--- src/rtl/fifo_wr_arbiter_if.sv ---
// Write-side bundle between the requesters, the round-robin arbiter and the FIFO write port.
// The slave modport is the arbiter's view; master is the requester/FIFO environment.
interface fifo_wr_arbiter_if #(
  parameter int DSIZE = 8,
  parameter int NREQ  = 4
);
  logic [NREQ-1:0]       req_valid;
  logic [NREQ*DSIZE-1:0] req_data;
  logic [NREQ-1:0]       req_ready;
  logic                  wfull;
  logic                  winc;
  logic [DSIZE-1:0]      wdata;

  modport master (
    output req_valid,
    output req_data,
    output wfull,
    input  req_ready,
    input  winc,
    input  wdata
  );

  modport slave (
    input  req_valid,
    input  req_data,
    input  wfull,
    output req_ready,
    output winc,
    output wdata
  );
endinterface

--- src/rtl/fifo_wr_arbiter.sv ---
// Round-robin arbiter sharing one async-FIFO write port among NREQ requesters.
// Each grant lasts up to BURST_LEN words or until the owner drops valid.
module fifo_wr_arbiter #(
  parameter  int DSIZE     = 8,
  parameter  int NREQ      = 4,
  parameter  int BURST_LEN = 4,
  parameter  int CNT_W     = 16,
  localparam int GW        = $clog2(NREQ)
) (
  input  logic                 wclk,
  input  logic                 wrst,
  fifo_wr_arbiter_if.slave     bus,
  output logic [GW-1:0]        grant_id,
  output logic                 busy,
  output logic [CNT_W-1:0]     word_count
);

  localparam int BW = $clog2(BURST_LEN + 1);

  typedef enum logic {
    IDLE  = 1'b0,
    GRANT = 1'b1
  } state_e;

  state_e             state_q, state_d;
  logic [GW-1:0]      grant_id_q, grant_id_d;
  logic [GW-1:0]      rr_ptr_q, rr_ptr_d;
  logic [BW-1:0]      beat_cnt_q, beat_cnt_d;
  logic [CNT_W-1:0]   word_count_q, word_count_d;

  logic [GW:0]        cand;
  logic [GW:0]        ptr_w;
  logic [GW-1:0]      pick_idx;
  logic               pick_found;
  logic [GW-1:0]      next_ptr;
  logic               gnt_valid;
  logic [DSIZE-1:0]   gnt_data;
  logic               xfer;
  logic [BW-1:0]      beat_inc;

  // Search starts at rr_ptr and wraps; the first valid requester in that order wins.
  always_comb begin
    pick_found = 1'b0;
    pick_idx   = '0;
    cand       = '0;
    for (int k = 0; k < NREQ; k++) begin
      cand = {1'b0, rr_ptr_q} + (GW+1)'(k);
      if (cand >= (GW+1)'(NREQ)) begin
        cand = cand - (GW+1)'(NREQ);
      end
      if (!pick_found && bus.req_valid[cand[GW-1:0]]) begin
        pick_found = 1'b1;
        pick_idx   = cand[GW-1:0];
      end
    end
  end

  always_comb begin
    ptr_w = {1'b0, grant_id_q} + (GW+1)'(1);
    if (ptr_w >= (GW+1)'(NREQ)) begin
      ptr_w = '0;
    end
    next_ptr = ptr_w[GW-1:0];
  end

  always_comb begin
    gnt_valid = 1'b0;
    gnt_data  = '0;
    for (int i = 0; i < NREQ; i++) begin
      if (grant_id_q == GW'(i)) begin
        gnt_valid = bus.req_valid[i];
        gnt_data  = bus.req_data[i*DSIZE +: DSIZE];
      end
    end
  end

  // The write strobe is purely combinational so a word moves in the same cycle it is offered.
  always_comb begin
    busy          = (state_q == GRANT);
    xfer          = busy & gnt_valid & ~bus.wfull;
    bus.winc      = xfer;
    bus.wdata     = xfer ? gnt_data : '0;
    bus.req_ready = '0;
    for (int i = 0; i < NREQ; i++) begin
      bus.req_ready[i] = busy & ~bus.wfull & (grant_id_q == GW'(i));
    end
  end

  assign beat_inc = beat_cnt_q + BW'(1);

  // A last beat coinciding with a valid drop still yields exactly one exit and one pointer step.
  always_comb begin
    state_d      = state_q;
    grant_id_d   = grant_id_q;
    rr_ptr_d     = rr_ptr_q;
    beat_cnt_d   = beat_cnt_q;
    word_count_d = word_count_q;
    case (state_q)
      IDLE: begin
        if (pick_found) begin
          grant_id_d = pick_idx;
          beat_cnt_d = '0;
          state_d    = GRANT;
        end
      end
      GRANT: begin
        if (xfer) begin
          beat_cnt_d   = beat_inc;
          word_count_d = word_count_q + CNT_W'(1);
        end
        if ((xfer && (beat_inc == BW'(BURST_LEN))) || !gnt_valid) begin
          state_d    = IDLE;
          rr_ptr_d   = next_ptr;
          beat_cnt_d = '0;
        end
      end
      default: begin
        state_d = IDLE;
      end
    endcase
  end

  always_ff @(posedge wclk or posedge wrst) begin
    if (wrst) begin
      state_q      <= IDLE;
      grant_id_q   <= '0;
      rr_ptr_q     <= '0;
      beat_cnt_q   <= '0;
      word_count_q <= '0;
    end else begin
      state_q      <= state_d;
      grant_id_q   <= grant_id_d;
      rr_ptr_q     <= rr_ptr_d;
      beat_cnt_q   <= beat_cnt_d;
      word_count_q <= word_count_d;
    end
  end

  assign grant_id   = grant_id_q;
  assign word_count = word_count_q;

`ifndef SYNTHESIS
  a_no_write_when_full: assert property (@(posedge wclk) disable iff (wrst)
    bus.wfull |-> !bus.winc);
  a_ready_onehot0: assert property (@(posedge wclk) disable iff (wrst)
    $onehot0(bus.req_ready));
  a_winc_is_handshake: assert property (@(posedge wclk) disable iff (wrst)
    bus.winc == |(bus.req_valid & bus.req_ready));
`endif

endmodule

--- src/flat_wrapper.sv ---
// flat-port wrapper written by rule: the top's interface ports become plain ports
module fifo_wr_arbiter_flat 
#(
  parameter  int DSIZE     = 8,
  parameter  int NREQ      = 4,
  parameter  int BURST_LEN = 4,
  parameter  int CNT_W     = 16,
  localparam int GW        = $clog2(NREQ)
)
  (wclk, wrst, grant_id, busy, word_count, bus_req_valid, bus_req_data, bus_wfull, bus_req_ready, bus_winc, bus_wdata);
  fifo_wr_arbiter_if #(.DSIZE(DSIZE), .NREQ(NREQ)) bus_i ();
  input  logic wclk;
  input  logic wrst;
  output logic [GW-1:0] grant_id;
  output logic busy;
  output logic [CNT_W-1:0] word_count;
  input wire logic [$bits(bus_i.req_valid)-1:0] bus_req_valid;
  input wire logic [$bits(bus_i.req_data)-1:0] bus_req_data;
  input wire logic [$bits(bus_i.wfull)-1:0] bus_wfull;
  output wire logic [$bits(bus_i.req_ready)-1:0] bus_req_ready;
  output wire logic [$bits(bus_i.winc)-1:0] bus_winc;
  output wire logic [$bits(bus_i.wdata)-1:0] bus_wdata;
  assign bus_i.req_valid = bus_req_valid;
  assign bus_i.req_data = bus_req_data;
  assign bus_i.wfull = bus_wfull;
  assign bus_req_ready = bus_i.req_ready;
  assign bus_winc = bus_i.winc;
  assign bus_wdata = bus_i.wdata;
  fifo_wr_arbiter #(.DSIZE(DSIZE), .NREQ(NREQ), .BURST_LEN(BURST_LEN), .CNT_W(CNT_W)) u_core (.wclk(wclk), .wrst(wrst), .bus(bus_i), .grant_id(grant_id), .busy(busy), .word_count(word_count));
endmodule
--- config.mk ---
export PLATFORM = sky130hd
export DESIGN_NAME = fifo_wr_arbiter_flat
export DESIGN_NICKNAME = d
export VERILOG_FILES = /design/src/rtl/fifo_wr_arbiter_if.sv /design/src/rtl/fifo_wr_arbiter.sv /design/src/flat_wrapper.sv
export SDC_FILE = /design/constraint.sdc
export NUM_CORES = 1
export LEC_CHECK = 0
export ABC_CLOCK_PERIOD_IN_PS = 3800
export CAP_MARGIN = 20
export CORE_MARGIN = 1
export CORE_UTILIZATION = 30
export CTS_CLUSTER_DIAMETER = 30
export DETAILED_ROUTE_END_ITERATION = 12
export GPL_TIMING_DRIVEN = 0
export MAX_ROUTING_LAYER = met4
export SYNTH_ARGS = -nofsm -noshare
export SYNTH_HDL_FRONTEND = slang
export SYNTH_SLANG_ARGS = --single-unit
--- constraint.sdc ---
create_clock -name wclk -period 3.8 [get_ports wclk]
set_input_delay 0.57 -clock wclk [delete_from_list [all_inputs] [get_ports wclk]]
set_output_delay 0.57 -clock wclk [all_outputs]
set_load 0.05 [all_outputs]
Word-level counts from Yosys, hierarchy flattened --
Cells that the tools add are included.
Cells by class: add/subtract/negate cells 10, $lt $le $gt $ge 9, equality and inequality tests 6, multiplexer cells 37, bitwise gates (word level) 9, reductions and logical operators 14
Operator list (count):
- two-way mux 8 bit | 5
- two-way mux 2 bit | 9
- adder 16 x 1 -> 16 bit (second input constant) | 1
- two-way mux 1 bit | 14
- greater-or-equal comparator 3 bit (second input constant) | 4
- < comparator 2 x 3 -> 1 bit (second input constant) | 4
- two-way mux 3 bit | 3
- binary-select mux 1 bit (select 2 bit) | 4
- AND reduction 2 bit | 4
- subtractor 2 x 1 -> 2 bit (second input constant) | 4
- bitwise AND 1 bit | 7
- adder 2 x 1 -> 3 bit (second input constant) | 2
- adder 2 x 2 -> 3 bit (second input constant) | 2
- one-hot mux 3 bit (2 select lines) | 1
- == test 2 bit (second input constant) | 2
- logical AND 1 bit | 4
- logical NOT 1 bit | 4
- adder 3 x 1 -> 3 bit (second input constant) | 1
- == test 3 bit (second input constant) | 1
- greater-or-equal comparator 2 x 3 -> 1 bit (second input constant) | 1
- inequality test 3 bit (second input constant) | 1
- == test 2 x 1 -> 1 bit (second input constant) | 1
- logical NOT 2 bit | 1
- inequality test 2 x 1 -> 1 bit (second input constant) | 1
- other kinds (3) | 4
Word-level totals: register bits 24, output and inout port bits 32, logic and storage cells 90

Longest topological paths before layout --
word-level depth 16, depth in mapped cells 8, mapped depth without buffers 6

Worst setup path before layout --
No wires, ideal clock.
path type flip-flop to output port, start point register u_core.grant_id_q[0] (netlist: u_core.grant_id[0]), end point output bus_wdata[0], arrival 2.802 ns, data required time 3.230 ns, setup slack 0.428 ns, cell stages (with the launch flop) 9, buffers on the path 2, path through dfrtp_1 inv_1 ha_1 buf_2 nor3b_1 a211oi_4 nand2_2 buf_2 a21oi_1
Between the ends: word-level cells in the longest chain between the ends 8
Ends and longest elaborated chain:
- start: declaration | RTL line fifo_wr_arbiter.sv:26 | logic [GW-1:0] grant_id_q, grant_id_d;
- start signal: assignment | RTL line fifo_wr_arbiter.sv:132 | grant_id_q <= grant_id_d;
- logical NOT 2 bit | RTL line fifo_wr_arbiter.sv:70 | if (grant_id_q == GW'(i)) begin
- two-way mux 1 bit (4 in series) | RTL line fifo_wr_arbiter.sv:70
- bitwise AND 1 bit (2 in series) | RTL line fifo_wr_arbiter.sv:80 | xfer = busy & gnt_valid & ~bus.wfull;
- two-way mux 8 bit * | RTL line fifo_wr_arbiter.sv:82 | bus.wdata = xfer ? gnt_data : '0;
- end: declaration | RTL line flat_wrapper.sv:22 | output wire logic [$bits(bus_i.wdata)-1:0] bus_wdata;
Mark *: on every way between the ends. The rest lies on a longest branch, timed or not.

Worst setup path after layout --
start point input bus_req_valid[1], end point output bus_winc
Between the ends: word-level cells in the longest chain between the ends 5
Ends and longest elaborated chain:
- start: declaration | RTL line flat_wrapper.sv:17 | input wire logic [$bits(bus_i.req_valid)-1:0] bus_req_valid;
- two-way mux 1 bit (3 in series) | RTL line fifo_wr_arbiter.sv:70
- bitwise AND 1 bit (2 in series) | RTL line fifo_wr_arbiter.sv:80
- end: declaration | RTL line flat_wrapper.sv:21 | output wire logic [$bits(bus_i.winc)-1:0] bus_winc;
Every way passes these cells.

==> qor.csv <==
metric;value;unit
Final setup viols;0;
CTS Root Buffer Type;clkbuf_8;
Reg area;600.6;um2
Bufs and invs on worst path;4;
Slew HR;40.46;%
clock transition at the registers of the reported paths;0.09;ns
Core Rows;26;
CP endpoint kind;output port;
DP HPWL;3472;um
H-tree levels;1;
Final ANT Viol Nets;0;
initial antenna violation count;0;
leakage power;1.075;nW
PwrDens;658.0;nW/um2
Max-Cap Viols;0;
Worst Path Required;3.23;ns
Inserted Clock Buffers;3;
Fin Setup TNS;0;ns
Max Clock Freq;281.5;MHz
Clock Skew;0.007366;ns
Ys Warns;0;
CTS max path bufs;2;
Syn Area/Cell;9.237;um2
final net count;299;
fin crit period;3.552;ns
footprint of the multi-input gates;892.1;um2
DR WL/cell;14.20;um
pin count of the biggest net entering global routing;25;
DP Cell Count;315;
Slew @ Worst Pin;0.8922;ns
number of port buffers;70;
syn nets;221;
vias in the first global route;1569;
first-pass GRT wire length;6975;um
Worst path max stage delay;0.79;ns
Synth-to-Final Area Change;52.94;%
synthesized cell area;1617;um2
hold buffer count at cts;0;
initial core utilization;31.45;%
worst vdd ir;0.2418;mV
Max FO, Critical Path;10;
critical path class;in2out;
GPL Wtd Cong;0.7345;
# IOs;71;
via count;1576;
filler cell count;537;
crit path cell chain;clkdlybuf4s50_1, a211oi_1, a211oi_4, nand2_2, buf_2, inv_1, clkdlybuf4s50_1;
most used cell, CP;clkdlybuf4s50_1;
worst hold path cell count;1;
die area;5686;um2
number of DRC markers in iteration 0;42;
drt total wl;4571;um
final count of hold timing violations;0;
TritonCTS clock tree;yes;
CP arrival;2.98;ns
Die Ht;75.41;um
Startpoint Class;primary input;
Critical Path Stages;7;
Non-Filler Instances;322;
drt pass-1 iters;4;
final worst-path cycle share;93.49;%
# clock sinks;24;
hold slack;0.4802;ns
RSZ-0062 raised after global routing;false;
worst reg-to-reg path cell count;9;
fin util;48.10;%
drt drc;0;
Post-Synthesis Cells;175;
# diodes;0;
die width;75.41;um
delay-heaviest family, CP;buffers and inverters;
status;complete, no violations;
Tot GR Track Use;16.35;%
Power, Total;1.627;mW
synthesized flop and latch total;24;
fraction of layout cells with a size suffix above 1;7.937;%
Core Footprint;5140;um2
total grt overflow;0;
Slew Limit Fails;0;
Synth cell types;33;
post-synthesis sequential area ratio;37.15;%
vias per cell;4.894;
Slowest-stage cell, CP;clkdlybuf4s50_1;
Worst-Skew Late Latency;0.26;ns
Tightest Hold Check Type;reg2reg;
area by class of cell:
class	instances	share of cell area, %
inverters	18	2.733
flip-flops and latches	24	24.29
multi-input cells	123	36.08
well taps	70	3.543
clock buffers	4	2.227
plain buffers	10	2.277
repair buffers	73	28.85
routing by layer:
layer  up-vias  share of wire (%)  track usage (%)
met1       733                 43            18.83
met2        64                 45            28.97
li1        777                  -                -
met4         0               0.44            3.704
met3         2                 12            3.704
met5         -                  0                -
registers in the layout (all words and copies together) (netlist names):
name	cells
u_core.beat_cnt_q	3
u_core.busy	1
u_core.grant_id	2
u_core.rr_ptr_q	2
u_core.word_count	16
placed cells by master, fill, tap and decap left out, types with 2 or more instances in the layout:
| cell type | n |
|---|---|
| a211o_1 | 10 |
| clkdlybuf4s50_1 | 62 |
| ha_1 | 7 |
| dlygate4sd2_1 | 8 |
| o21ai_0 | 2 |
| mux2_2 | 3 |
| clkbuf_1 | 5 |
| buf_2 | 3 |
| nand4_1 | 10 |
| xnor2_1 | 15 |
| and2_1 | 5 |
| nor3b_1 | 2 |
| nor2_1 | 7 |
| clkbuf_8 | 4 |
| and3_1 | 6 |
| nor2b_1 | 6 |
| nand3_1 | 8 |
| buf_6 | 2 |
| a21oi_1 | 11 |
| o32ai_1 | 2 |
| a221oi_1 | 8 |
| dfrtp_1 | 24 |
| nand2_1 | 9 |
| buf_4 | 3 |
| inv_1 | 18 |
timing repair:
action                     in CTS  in global routing
setup endpoints to repair       8                  3
resized for setup               8                  0
buffers inserted                0                  3
pin swaps                       0                  1
where the power goes:
part | switching (mW) | internal [mW] | total, mW | leakage (nW)
sequential | 0.0715 | 0.314 | 0.385 | 0.317
combinational | 0.627 | 0.444 | 1.07 | 0.729
clock | 0.0784 | 0.0924 | 0.171 | 0.0288
worst paths after layout:
kind	startpoint	to	slack [ns]
max in group asynchronous	wrst	u_core.grant_id[1]$_DFFE_PP0P_	2.46
hold reg to reg	u_core.word_count[15]$_DFFE_PP0P_	u_core.word_count[15]$_DFFE_PP0P_	0.48
setup reg to reg	u_core.grant_id[0]$_DFFE_PP0P_	u_core.word_count[12]$_DFFE_PP0P_	1.62
hold / removal	u_core.word_count[15]$_DFFE_PP0P_	u_core.word_count[15]$_DFFE_PP0P_	0.48
min in group asynchronous	wrst	u_core.word_count[13]$_DFFE_PP0P_	0.79
setup / recovery	bus_req_valid[1]	bus_winc	0.25
logic make-up after synthesis:
kind of cell / after synthesis / share of synthesized area [%]
AO/OA/AOI/OAI: 41 / 19.58
adder cells (fa/ha/maj): 7 / 5.418
AND/OR/NAND/NOR: 57 / 19.97
flip-flops: 24 / 37.15
XOR/XNOR: 15 / 8.127
buffers and inverters: 28 / 7.662
multiplexers: 3 / 2.090
cells in the mapped netlist, drive strengths merged:
library cell,number,area share [%]
a211o,10,5.4
a211oi,2,1.7
a21boi,1,0.70
a21o,1,0.46
a21oi,11,3.4
a221oi,8,4.3
a31o,1,0.54
a31oi,1,0.39
and2,5,1.9
and3,6,2.3
buf,5,2.3
clkbuf,5,1.2
dfrtp,24,37
ha,7,5.4
inv,18,4.2
mux2,3,2.1
nand2,10,2.5
nand2b,1,0.39
nand3,8,2.5
nand3b,1,1.2
nand4,10,3.9
nor2,7,1.6
nor2b,6,2.3
nor3b,2,0.93
nor4,1,0.39
o21ai,2,0.62
o221ai,1,0.54
o22ai,1,0.39
o32ai,2,1.1
xnor2,15,8.1
metrics by stage:
stage,area [um2],setup WS [ns]
after CTS,2450,0.05702
after floorplan,1617,0.4282
after detailed placement,2405,-0.02177
after global placement,2405,-0.01498
final,2472,0.2476
after global routing,2472,0.04433
worst reg2reg max path, stage by stage (launching register included):
cell	delay [ns]
dfrtp_1	0.44
inv_1	0.13
ha_1	0.14
buf_2	0.21
a211oi_1	0.11
a211oi_4	0.45
buf_4	0.19
buf_6	0.13
nand4_1	0.11
xnor2_1	0.16
Power figures use the tool's default switching activity.
==> patch 1, RTL diff (same flow settings) <==
Reset style: synchronous (`wrst`), changed in one clocked block. Comments in the files are not updated.
--- a/src/rtl/fifo_wr_arbiter.sv
+++ b/src/rtl/fifo_wr_arbiter.sv
@@ -122,3 +122,3 @@
 
-  always_ff @(posedge wclk or posedge wrst) begin
+  always_ff @(posedge wclk) begin
     if (wrst) begin
Formal check against the unedited RTL: differs if wrst is asserted again (counterexample within 4 cycles, from zero or initial values and one cycle with wrst high); with wrst held inactive, the same outputs for 10 cycles.
==> patch 1 against the unedited design <==
  * Critical path depth decreased by 1
  * Routed wire length increased by 14%
  * Highest routed layer unchanged
  * Largest cell class unchanged
  * Design area increased by 3.9%
  * First-iteration DRC count increased by 130%
  * Final cell count increased by 13%
  * Area after synthesis increased by 4.9%
  * Sequential cell count unchanged
  * Setup slack improved by 3.0 ps
Power is not compared: it rests on default switching activity, and its combinational part moved more than twofold at a synthesized area within 25%.
==> patch 1: results (changes against the unedited design) <==
{
  "cells_and_area": {
    "area_share_clock_buf_inv": {"value": 2.143, "unit": "%", "change": "-0.084 points"},
    "inv_count": {"value": 17, "change": "-1"},
    "layout_cells_sized_above_1": {"value": 4.437, "unit": "%", "change": "-3.5 points"},
    "fillCellCount": {"value": 574, "change": "+6.9%"},
    "final_cell_count_no_fill": {"value": 365, "change": "+13%"},
    "multi_input_gate_share_of_the_layout_cell_area": {"value": 42.23, "unit": "%", "change": "+6.1 points"}
  },
  "yosys": {
    "synthFlopType": "dfxtp_1",
    "synthAdderAreaFrac": {"value": 5.166, "unit": "%", "change": "-0.25 points"},
    "xor_xnor_cell_area_share_of_the_yosys_netlist": {"value": 0, "unit": "%", "change": "-8.1 points"},
    "synth_cell_type_count": {"value": 39, "change": "+18%"},
    "synthDominantCellAreaShare": {"value": 28.34, "unit": "%", "change": "-8.8 points"},
    "synth_sequential_area_ratio": {"value": 28.34, "unit": "%", "change": "-8.8 points"},
    "synth_area_leaders": "dfxtp_1, a21oi_1, or4_1",
    "share_of_synthesized_area_spent_on_multiplexers": {"value": 3.026, "unit": "%", "change": "+0.94 points"}
  },
  "floorplan": {
    "dieArea": {"value": 5956, "unit": "sq um", "change": "+4.7%"}
  },
  "detailed_routing": {
    "dr_total_vias": {"value": 1893, "change": "+20%"},
    "met1_length": {"value": 2503, "unit": "um", "change": "+27%"},
    "route.met3.wl": {"value": 109, "unit": "um", "change": "-79%"}
  },
  "critical_path": {
    "startpoint_of_the_worst_slack_reg_to_reg_timing_path": "u_core.grant_id[0]",
    "timing.critical_path.fanout_max": {"value": 9, "change": "-1"}
  },
  "placement": {
    "dp.final_hpwl": {"value": 4002, "unit": "um", "change": "+15%"},
    "dpl_cell_area": {"value": 2486, "unit": "sq um", "change": "+3.4%"},
    "globalplace.congestion": {"value": 0.8036, "change": "+9.4%"}
  },
  "grt": {
    "gr-usage-all-layers": {"value": 17.67, "unit": "%", "change": "+1.3 points"},
    "grt_start_max_net_pins": {"value": 14, "change": "-44%"},
    "vias_in_the_first_global_route": {"value": 1740, "change": "+11%"}
  },
  "run_status": {
    "run_status": "complete, no violations"
  },
  "sta": {
    "max_slew_margin": {"value": 63.99, "unit": "%", "change": "+24 points"}
  },
  "worst_hold_path": {
    "worstHoldPathCells": {"value": 2, "change": "+1"},
    "worst_hold_startpoint": "u_core.word_count[15]"
  }
}
[patch 1: cell types whose count changed after synthesis, sizes merged, moves of 12 or more]
| cell | change |
|---|---|
| a21oi | +19 |
| dfrtp | -24 |
| xnor2 | -15 |
| dfxtp | +24 |
| o31ai | +12 |
| or4 | +13 |
[patch 1: worst max-delay path by stage]
stage	startpoint	depth (start not counted)	slack (ps)	endpoint
finish	bus_req_valid[1]	6	250	bus_winc
global route	bus_req_valid[0]	6	90	bus_winc
CTS	bus_req_valid[0]	6	80	bus_wdata[6]
detailed placement	bus_req_valid[1]	6	-60	bus_wdata[6]
global placement	bus_req_valid[1]	6	-60	bus_wdata[6]
floorplan	u_core.grant_id[1]	8	530	bus_wdata[0]
[patch 1: per-layer routing]
metal	vias up	track usage, %
met3	6	3.214
met2	22	28.94
met4	0	3.208
met5	-	-
li1	971	-
met1	894	22.74
==> patch 2, RTL diff (same settings) <==
Without the edit above. `CNT_W` is set to 16 in 2 places; all go to 12.
--- a/src/rtl/fifo_wr_arbiter.sv
+++ b/src/rtl/fifo_wr_arbiter.sv
@@ -6,3 +6,3 @@
   parameter  int BURST_LEN = 4,
-  parameter  int CNT_W     = 16,
+  parameter  int CNT_W     = 12,
   localparam int GW        = $clog2(NREQ)
--- a/src/flat_wrapper.sv
+++ b/src/flat_wrapper.sv
@@ -6,3 +6,3 @@
   parameter  int BURST_LEN = 4,
-  parameter  int CNT_W     = 16,
+  parameter  int CNT_W     = 12,
   localparam int GW        = $clog2(NREQ)
Interface: changed (resized word_count); port bits go from 71 to 67. The function was not compared with the original's and may differ.
==> patch 2 against the unedited design <==
  * Routed wire length fell by 11%
  * Total power fell by 2.0%
  * Design area decreased by 8.5%
  * Global-route usage up 0.26 points
  * Synthesized cell count decreased by 4.6%
  * Sequential cell count decreased by 4
  * Maximum frequency down 1.5%
  * Area after synthesis shrank 8.6%
  * Setup slack worse by 55 ps
==> patch 2: results (changes against the unedited design) <==
{
  "grt": {
    "vias_in_the_first_global_route": {"value": 1285, "change": "-18%"},
    "grt_start_max_net_pins": {"value": 21, "change": "-16%"},
    "gr-usage-all-layers": {"value": 16.62, "unit": "%", "change": "+0.26 points"},
    "grt_first_pass_wirelength": {"value": 6541, "unit": "um", "change": "-6.2%"}
  },
  "yosys": {
    "synth_compound_gate_area_share": {"value": 21.17, "unit": "%", "change": "+1.6 points"},
    "share_of_synthesized_area_spent_on_multiplexers": {"value": 4.657, "unit": "%", "change": "+2.6 points"},
    "synthAdderAreaFrac": {"value": 5.927, "unit": "%", "change": "+0.51 points"},
    "synth_cell_type_count": {"value": 38, "change": "+15%"},
    "synth_area_leaders": "dfrtp_1, xnor2_1, ha_1",
    "synth_sequential_area_ratio": {"value": 33.87, "unit": "%", "change": "-3.3 points"},
    "synth.top_cells.by_count": "dfrtp_1, inv_1, nand2_1",
    "synth_fp_nets": {"value": 213, "change": "-3.6%"},
    "synthDominantCellAreaShare": {"value": 33.87, "unit": "%", "change": "-3.3 points"}
  },
  "placement": {
    "dp.final_hpwl": {"value": 3162, "unit": "um", "change": "-8.9%"},
    "dpl_cell_area": {"value": 2222, "unit": "sq um", "change": "-7.6%"},
    "place.port_buffers": {"value": 66, "change": "-5.7%"},
    "dp_slack": {"value": 178.8, "unit": "ps", "change": "+200.5 ps"},
    "globalplace.congestion": {"value": 0.7801, "change": "+6.2%"}
  },
  "sta": {
    "max_slew_margin": {"value": 49.73, "unit": "%", "change": "+9.3 points"},
    "finalClockSkew": {"value": 5.218, "unit": "ps", "change": "-2.148 ps"}
  },
  "clocking": {
    "post-cts-setup-buffer-count": {"value": 0, "change": "unchanged"},
    "htree_num_levels": {"value": 1, "change": "unchanged"},
    "clkTransAtPathRegs": {"value": 70, "unit": "ps", "change": "-20 ps"},
    "post_cts_resized": {"value": 0, "change": "-8"}
  },
  "power_and_ir_drop": {
    "p_leak": {"value": 0.9340, "unit": "nW", "change": "-13%"},
    "power.ir.vdd_worst": {"value": 0.4072, "unit": "mV", "change": "+68%"}
  },
  "detailed_routing": {
    "detailedRoute.firstIterationViolations": {"value": 41, "change": "-2.4%"},
    "route.final.wire_length": {"value": 4080, "unit": "um", "change": "-11%"},
    "first_pass_iters": {"value": 4, "change": "unchanged"}
  },
  "cells_and_area": {
    "nNetsFinal": {"value": 284, "change": "-5.0%"},
    "layout_cells_sized_above_1": {"value": 8.898, "unit": "%", "change": "+0.96 points"},
    "largest_register_ff_count": {"value": 12, "change": "-4"},
    "fillCellCount": {"value": 473, "change": "-12%"}
  },
  "critical_path": {
    "critical-path-max-stage-delay": {"value": 830, "unit": "ps", "change": "+40 ps"},
    "critPathSlowestCell": "clkdlybuf4s50_1",
    "arrival": {"value": 3040, "unit": "ps", "change": "+60 ps"}
  },
  "run_status": {
    "run_status": "complete, no violations"
  }
}
-- patch 2: per-stage QoR --
step	utilization (%)	cells	power [mW]	hold slack (ps)
after floorplan	-	167	1.132	475.2
after global placement	47.05	300	1.468	465.8
after detailed placement	47.05	300	1.468	466.0
after CTS	47.92	303	1.611	477.8
after global routing	47.92	303	1.718	499.2
final	47.92	303	1.595	473.2
-- patch 2: path summary, 6_finish.rpt --
path                                         endpoint  depth (start not counted)  slack (ps)             startpoint
worst max-delay path                     bus_wdata[7]                          7         190       bus_req_valid[1]
worst min-delay path            u_core.word_count[11]                          1         470  u_core.word_count[11]
worst max register to register   u_core.word_count[5]                          7        1830     u_core.grant_id[0]
worst min register to register  u_core.word_count[11]                          1         470  u_core.word_count[11]
max in group asynchronous          u_core.grant_id[0]                          2        2580                   wrst
min in group asynchronous       u_core.word_count[11]                          2         740                   wrst
-- patch 2: kinds of logic (layout without fill, tap and decap cells) --
family,after synthesis,after routing
adders and majority gates,7,7
DFF,20,20
and+or+nand+nor,55,55
muxes,6,6
buffers and inverters,27,96
AOI/OAI and AO/OA,41,41
xor gates and xnor gates,11,11
-- patch 2: power by group --
part | internal, mW | leakage (nW) | switching (mW) | total [mW]
clock network | 0.0704 | 0.0216 | 0.0641 | 0.134
registers | 0.273 | 0.260 | 0.0772 | 0.351
logic | 0.453 | 0.652 | 0.657 | 1.11
-- patch 2: cell type report --
cell class                 instances  area, sq um  area share, %
sequential                        20        500.5          22.11
clock buffer                       3        41.29          1.824
inverter                          18        67.56          2.985
buffer                             9        50.05          2.211
timing repair buffer              66        660.6          29.19
tap                               67        83.83          3.704
multi-input combinational        120        859.6          37.98
-- patch 2: layer usage --
layer | up-vias | share of wire, % | track usage [%]
li1 | 733 | - | -
met1 | 670 | 50 | 24.48
met2 | 31 | 45 | 23.78
met3 | 9 | 2.5 | 1.667
met4 | 0 | 2.0 | 5.229
met5 | - | 0 | -
